## src/rtl/noise_envelope.sv

```systemverilog
// Per-channel decaying amplitude envelopes that gate the explosion and shell noise bits into 8-bit samples.
// Optional build macro NOISE_ENVELOPE_MIX_EN adds a registered 9-bit sum of both channels on mix_out.
module noise_envelope #(
    parameter int DECAY_DIV = 48,
    parameter int LOUD_AMP  = 15,
    parameter int SOFT_AMP  = 9,
    parameter int SHELL_AMP = 15
) (
    input  logic       clk,
    input  logic       rst,
    input  logic       clk_12KHz_en,
    input  logic       sound_enable,
    input  logic       explo_trig,
    input  logic       shell_trig,
    input  logic       loud,
    input  logic       explo_noise,
    input  logic       shell_noise,
    output logic [7:0] explo_out,
    output logic [7:0] shell_out,
    output logic       explo_busy,
    output logic       shell_busy,
    output logic [8:0] mix_out
);
    localparam int DIV_W = (DECAY_DIV > 1) ? $clog2(DECAY_DIV) : 1;
    localparam logic [DIV_W-1:0] DIV_LAST = DIV_W'(DECAY_DIV - 1);
    localparam logic [DIV_W-1:0] DIV_ONE  = DIV_W'(1);

    typedef enum logic {IDLE = 1'b0, DECAY = 1'b1} state_t;

    state_t           explo_state, shell_state;
    logic [3:0]       explo_amp, shell_amp;
    logic [DIV_W-1:0] explo_div, shell_div;
    logic             explo_trig_p1, shell_trig_p1;
    logic             explo_edge, shell_edge;
    logic [3:0]       explo_start, shell_start;
    logic [7:0]       explo_out_p1, shell_out_p1;

    function automatic logic [7:0] gate_amp(input logic on, input logic [3:0] amp);
        return on ? {amp, amp} : 8'h00;
    endfunction

    assign explo_edge  = explo_trig & ~explo_trig_p1;
    assign shell_edge  = shell_trig & ~shell_trig_p1;
    assign explo_start = loud ? 4'(LOUD_AMP) : 4'(SOFT_AMP);
    assign shell_start = 4'(SHELL_AMP);

    // Stage p0 -> p1: trigger edge detect and envelope state (edges win over a coincident tick)
    always_ff @(posedge clk or negedge rst) begin
        if (!rst) begin
            explo_trig_p1 <= 1'b0;
            explo_state   <= IDLE;
            explo_amp     <= 4'd0;
            explo_div     <= '0;
        end else begin
            explo_trig_p1 <= explo_trig;
            if (!sound_enable) begin
                explo_state <= IDLE;
                explo_amp   <= 4'd0;
                explo_div   <= '0;
            end else if (explo_edge) begin
                explo_amp   <= explo_start;
                explo_div   <= '0;
                explo_state <= (explo_start == 4'd0) ? IDLE : DECAY;
            end else if (explo_state == DECAY && clk_12KHz_en) begin
                if (explo_div == DIV_LAST) begin
                    explo_div <= '0;
                    explo_amp <= explo_amp - 4'd1;
                    if (explo_amp == 4'd1) explo_state <= IDLE;
                end else begin
                    explo_div <= explo_div + DIV_ONE;
                end
            end
        end
    end

    always_ff @(posedge clk or negedge rst) begin
        if (!rst) begin
            shell_trig_p1 <= 1'b0;
            shell_state   <= IDLE;
            shell_amp     <= 4'd0;
            shell_div     <= '0;
        end else begin
            shell_trig_p1 <= shell_trig;
            if (!sound_enable) begin
                shell_state <= IDLE;
                shell_amp   <= 4'd0;
                shell_div   <= '0;
            end else if (shell_edge) begin
                shell_amp   <= shell_start;
                shell_div   <= '0;
                shell_state <= (shell_start == 4'd0) ? IDLE : DECAY;
            end else if (shell_state == DECAY && clk_12KHz_en) begin
                if (shell_div == DIV_LAST) begin
                    shell_div <= '0;
                    shell_amp <= shell_amp - 4'd1;
                    if (shell_amp == 4'd1) shell_state <= IDLE;
                end else begin
                    shell_div <= shell_div + DIV_ONE;
                end
            end
        end
    end

    assign explo_busy = (explo_state == DECAY);
    assign shell_busy = (shell_state == DECAY);

    // Stage p1 -> p2: noise-gated samples; explosion noise is active-low
    always_ff @(posedge clk or negedge rst) begin
        if (!rst) begin
            explo_out_p1 <= 8'h00;
            shell_out_p1 <= 8'h00;
        end else begin
            explo_out_p1 <= sound_enable ? gate_amp(~explo_noise, explo_amp) : 8'h00;
            shell_out_p1 <= sound_enable ? gate_amp(shell_noise, shell_amp) : 8'h00;
        end
    end

    assign explo_out = explo_out_p1;
    assign shell_out = shell_out_p1;

`ifdef NOISE_ENVELOPE_MIX_EN
    logic [8:0] mix_p2;

    // Stage p2 -> p3: unsaturated channel sum
    always_ff @(posedge clk or negedge rst) begin
        if (!rst) begin
            mix_p2 <= 9'd0;
        end else begin
            mix_p2 <= {1'b0, explo_out_p1} + {1'b0, shell_out_p1};
        end
    end

    assign mix_out = mix_p2;
`else
    assign mix_out = 9'd0;
`endif

endmodule

```

## config.mk

```make
export PLATFORM = sky130hd
export DESIGN_NAME = noise_envelope
export DESIGN_NICKNAME = d
export VERILOG_FILES = /design/src/rtl/noise_envelope.sv
export SDC_FILE = /design/constraint.sdc
export NUM_CORES = 1
export LEC_CHECK = 0
export ABC_AREA = 1
export BUFFER_PORTS_ARGS = -buffer_cell sky130_fd_sc_hd__buf_2
export CAP_MARGIN = 20
export CELL_PAD_IN_SITES_DETAIL_PLACEMENT = 0
export CELL_PAD_IN_SITES_GLOBAL_PLACEMENT = 2
export CORE_ASPECT_RATIO = 0.75
export CORE_MARGIN = 2
export CORE_UTILIZATION = 33
export CTS_CLUSTER_DIAMETER = 30
export DETAILED_ROUTE_END_ITERATION = 10
export HOLD_SLACK_MARGIN = 0.02
export PLACE_DENSITY_LB_ADDON = 0.1
export SLEW_MARGIN = 0
export SYNTH_ARGS = -nofsm -noshare
export SYNTH_HDL_FRONTEND = slang
export SYNTH_SLANG_ARGS = --single-unit
```

## constraint.sdc

```tcl
create_clock -name clk -period 2.95 [get_ports clk]
set_input_delay 0.1475 -clock clk [delete_from_list [all_inputs] [get_ports clk]]
set_output_delay 0.1475 -clock clk [all_outputs]
set_load 0.05 [all_outputs]
```

# Word-level counts from Yosys, hierarchy flattened
# Cells that the tools add are included.
# word_totals
register_bits	40
out_inout_bits	27
input_bits	9
# op_classes
n_mux	32
n_addsub	4
n_reduce_logical	7
bitwise	4
n_eq_ne	10
# op_table
operator	n
two-way mux 6 bit	8
two-way mux 4 bit	8
two-way mux 8 bit	4
!= test 3 x 1 -> 1 bit (second input constant)	6
adder 6 x 1 -> 6 bit (second input constant)	2
equality test 6 bit (second input constant)	2
two-way mux 1 bit	11
equality test 4 x 1 -> 1 bit (second input constant)	2
subtractor 4 x 1 -> 4 bit (second input constant)	2
AND reduction 3 bit	2
zero test 4 bit	1
AND reduction 2 bit	2
two-way mux 3 bit	1
AND 1 bit	2
logical AND 1 bit	2
NOT 1 bit	2

# Longest topological paths before layout
# logic_depth
depth_word	6
ltp_mapped	8
mapped_depth_nobuf	8

# Worst setup path after synthesis
# Ideal clock, no wire load.
# synth_timing
path_type	reg-to-reg
start	register explo_state (netlist: explo_busy)
end	register explo_amp[0]
arrival_time_ps	1297
required_ps	2827
slack_ps	1530
path_stages_with_launch	6
path_cell_list	dfrtp_1 -> nand2_1 -> nand3_1 -> nand2_2 -> nand2_1 -> o21ai_2
# synth_between
elab_chain_cells	3
# synth_rtl
element	line_no	rtl
start: declaration	30	state_t explo_state, shell_state;
start signal: assignment	63	explo_state <= (explo_start == 4'd0) ? IDLE : DECAY;
logical AND 1 bit	64	end else if (explo_state == DECAY && clk_12KHz_en) begin
!= test 3 x 1 -> 1 bit (no source line)	--	
AND reduction 2 bit (no source line)	--	
end signal: assignment	61	explo_amp <= explo_start;
end signal: assignment	67	explo_amp <= explo_amp - 4'd1;
end: declaration	31	logic [3:0] explo_amp, shell_amp;
# Every way passes these cells.
# A chain may end at the register's enable or synchronous reset.

# Worst setup path after layout
# layout_timing
start	input port explo_trig
end	register explo_amp[0]
# layout_between
elab_chain_cells	3
# layout_rtl
element	line_no	rtl
start: declaration	13	input logic explo_trig,
AND 1 bit *	42	assign explo_edge = explo_trig & ~explo_trig_p1;
!= test 3 x 1 -> 1 bit (no source line) or two-way mux 4 bit (tied branches)	--	
AND reduction 2 bit (no source line) or two-way mux 4 bit (tied branches)	--	
# Mark *: on every way between the ends. The rest lies on a longest branch, timed or not.

==> metrics.md <==
| Metric | Value |
|---|---|
| Via-to-Cell Ratio | `4.27` |
| CP Cell Sequence | `dlygate4sd3_1 > buf_2 > nand2_2 > nand2_1 > clkinv_2 > nand2_1 > nand2_2 > nand2_1 > o21ai_2` |
| Row Count | `22` |
| Layout cells sized above 1 | `~16%` |
| Initial DRC Count | `64` |
| Via count | `1378` |
| TritonCTS Sinks | `32` |
| Clock tree buffer depth | `2` |
| GRT Util Overall | `13.5%` |
| Placer Congestion | `0.727` |
| Slew Limit Headroom | `51.5%` |
| NumNets Final | `266` |
| CTS Buf Count | `5` |
| Placed Area | `1850 um^2` |
| CP max-delay cell | `dlygate4sd3_1` |
| CP startpoint kind | `primary input` |
| H-tree depth | `2` |
| Most frequent CP cell | `nand2_1` |
| Cell variety after synth | `21` |
| Endpoint type of the worst setup path | `flip-flop` |
| Area growth syn-to-layout | `12.8%` |
| Area of the core | `4980 um^2` |
| Largest net degree at the start of global routing | `33` |
| Area of the multi-input gates | `approximately 730 um^2` |
| FF+latch area | `801 um^2` |
| Post-Syn Area per Cell | `7.73 um^2` |
| Critical path type | `in2reg` |
| Port-buffer cells | `26` |
| Antenna violations before repair | `0` |
| Tcrit/Tclk final | `just under 50%` |
| CTS tree | `done` |
| Least-Margin Pin Slew | `0.727 ns` |
| Fmax achieved | `~690 MHz` |
| Detailed placement HPWL | `2490 um` |
| Clock Latency Late Sink | `0.28 ns` |
| Overall power | `about 1.2 mW` |
| Drt first pass iters | `4` |
| VDD IR-drop max | `roughly 0.17 mV` |
| Sequential-to-total area share from yosys stat | `46.0%` |
| Clock transition at path regs | `0.07 ns` |
| Setup Skew | `0.00715 ns` |
| Starting Density | `between 30% and 40%` |
| Max FO, Critical Path | `9` |
| PwrDens | `586 nW/um^2` |
| YS warnings | `0` |
| Max stage delay on crit path | `around 0.53 ns` |
| ANT nets after route | `0` |
| Die width | `87.8 um` |
| Die ar. | `5870 um^2` |
| LEAKAGE | `1.06 nW` |
| Worst Hold Class | `in2reg` |
| Diode count | `0` |
| Filler instances | `between 500 and 600` |
| Final Non-Filler Cells | `around 320` |
| Gr ovfl total | `0` |
| Cell taking the most area after synthesis | `dfrtp_1` |
| DRT Wirelength | `3460 um` |
| Post-Syn Area | `~1700 um^2` |
| Status | `completed` |
| Final Hold Fails | `0` |
| WP data arrival | `1.62 ns` |
| Top cell type's share of synthesized area | `a little under half` |
| First-pass GRT wire length | `5950 um` |
| Vias in the first global route | `around 1300` |
| RSZ-0062 raised after global routing | `false` |
| CP required | `3.12 ns` |
| Wirelength per Cell | `10.7 um` |
| Max cap viols | `0` |
| Minimum clock period | `between 1 and 1.5 ns` |
| Final Cell Area | `between 1500 and 2000 um^2` |
| Sum Neg Setup Slack | `0 ns` |
| Inst Count DP | `313` |
| Residual DRC | `0` |
| IO Pins | `36` |
| Final setup fails | `0` |
| Die Y | `66.9 um` |
| Top area cells in the synthesized netlist | `dfrtp_1 (46%), nand2_1 (14%), buf_4 (7.8%)` |
| Reg2Reg Depth | `8` |
| Slew Limit Fails | `0` |
| WHS Path Cells | `3` |
| Synthesized flop and latch total | `32` |
| Cells after Synth | `225` |
| Clk root buf | `clkbuf_8` |
## area by class of cell
cell class | count | area share (%)
Clock buffer | 6 | 3.70
Clock inverter | 1 | 0.255
Inverter | 27 | 5.23
Multi-Input combinational cell | 156 | 37.2
Sequential cell | 32 | 40.8
Tap cell | 72 | 4.59
Timing Repair Buffer | 29 | 8.16
## worst paths after layout
kind / slack (ns) / endpoint / startpoint
min in group asynchronous: 0.46 / shell_div[5] / rst
worst min register to register: 0.51 / shell_busy / shell_busy
worst max-delay path: 1.50 / explo_amp[0] / explo_trig
worst min-delay path: 0.16 / shell_out[4] / shell_noise
worst max register to register: 1.58 / explo_div[4] / explo_div[0]
max in group asynchronous: 2.02 / explo_trig_p1 / rst
## cell usage in the layout, fill, tap and decap left out, drive strengths merged
cell,synthesis,routed
nand3,18,18
clkbuf,0,6
or2,1,1
ha,6,6
a21oi,6,6
o21bai,2,2
o21ai,13,13
conb,1,9
o22ai,1,1
xor2,1,1
nand4,1,1
inv,26,26
dlygate4sd3,0,3
nand2,69,69
clkinv,1,2
buf,18,26
dfrtp,32,32
nor2,29,29
## kinds of logic after synthesis
| logic type | Yosys count | share of synthesized area (%) |
|---|---|---|
| other cells | 1 | 0.216 |
| simple gates | 118 | 28.3 |
| fa+ha+maj | 6 | 4.32 |
| buf+inv | 45 | 13.7 |
| flops | 32 | 46.0 |
| compound gates | 22 | 6.91 |
| xor+xnor | 1 | 0.504 |
## power breakdown
group / internal, mW / switching [mW] / total [mW]
Sequential: 0.481 / 0.0304 / 0.512
Combinational: 0.0837 / 0.236 / 0.320
Clock: 0.160 / 0.159 / 0.319
Total: 0.725 / 0.425 / 1.15
## worst max-delay path: cells and delay by family
| kind | cells | cell delay (ns) |
|---|---|---|
| AO/OA/AOI/OAI | 1 | 0.05 |
| buffers and inverters | 3 | 0.78 |
| AND/OR/NAND/NOR | 5 | 0.64 |
## per-layer routing
| layer | global-route usage, % | share of wire, % | vias to the layer above |
|---|---|---|---|
| met5 | 0 | 0 | - |
| met4 | 5.19 | 1.6 | 0 |
| met3 | 4.21 | 5.0 | 7 |
| met2 | 19.6 | 38 | 42 |
| met1 | 18.6 | 55 | 600 |
| li1 | - | - | 729 |
## stage by stage
step	hold WS (ns)	setup slack, ns	utilization (%)
floorplan	-0.148	1.53	-
global placement	0.265	1.56	37.2
detailed placement	0.257	1.58	37.2
CTS	0.153	1.51	39.4
global route	0.177	1.38	39.4
finish	0.160	1.50	39.4
## sequential cells by signal, indices dropped and copies added, names as in the netlist
register / count
explo_trig_p1: 1
explo_out: 4
shell_busy: 1
shell_out: 4
shell_div: 6
explo_busy: 1
explo_amp: 4
explo_div: 6
shell_amp: 4
shell_trig_p1: 1
## synthesized netlist by cell type (all sizes together)
library cell and number:
o21bai 2, clkinv 1, xor2 1, a21oi 6, buf 18, nor2 29
or2 1, ha 6, inv 26, dfrtp 32, o21ai 13, nand3 18
conb 1, o22ai 1, nand4 1, nand2 69
## timing repair
action                                  in CTS  in global routing
endpoints found under the hold margin       34                  0
endpoints found under the setup margin       0                  0
hold buffers                                 3                  0
gates resized for setup                      0                  0
buffers inserted                             0                  0
(Power assumes the default switching activity.)
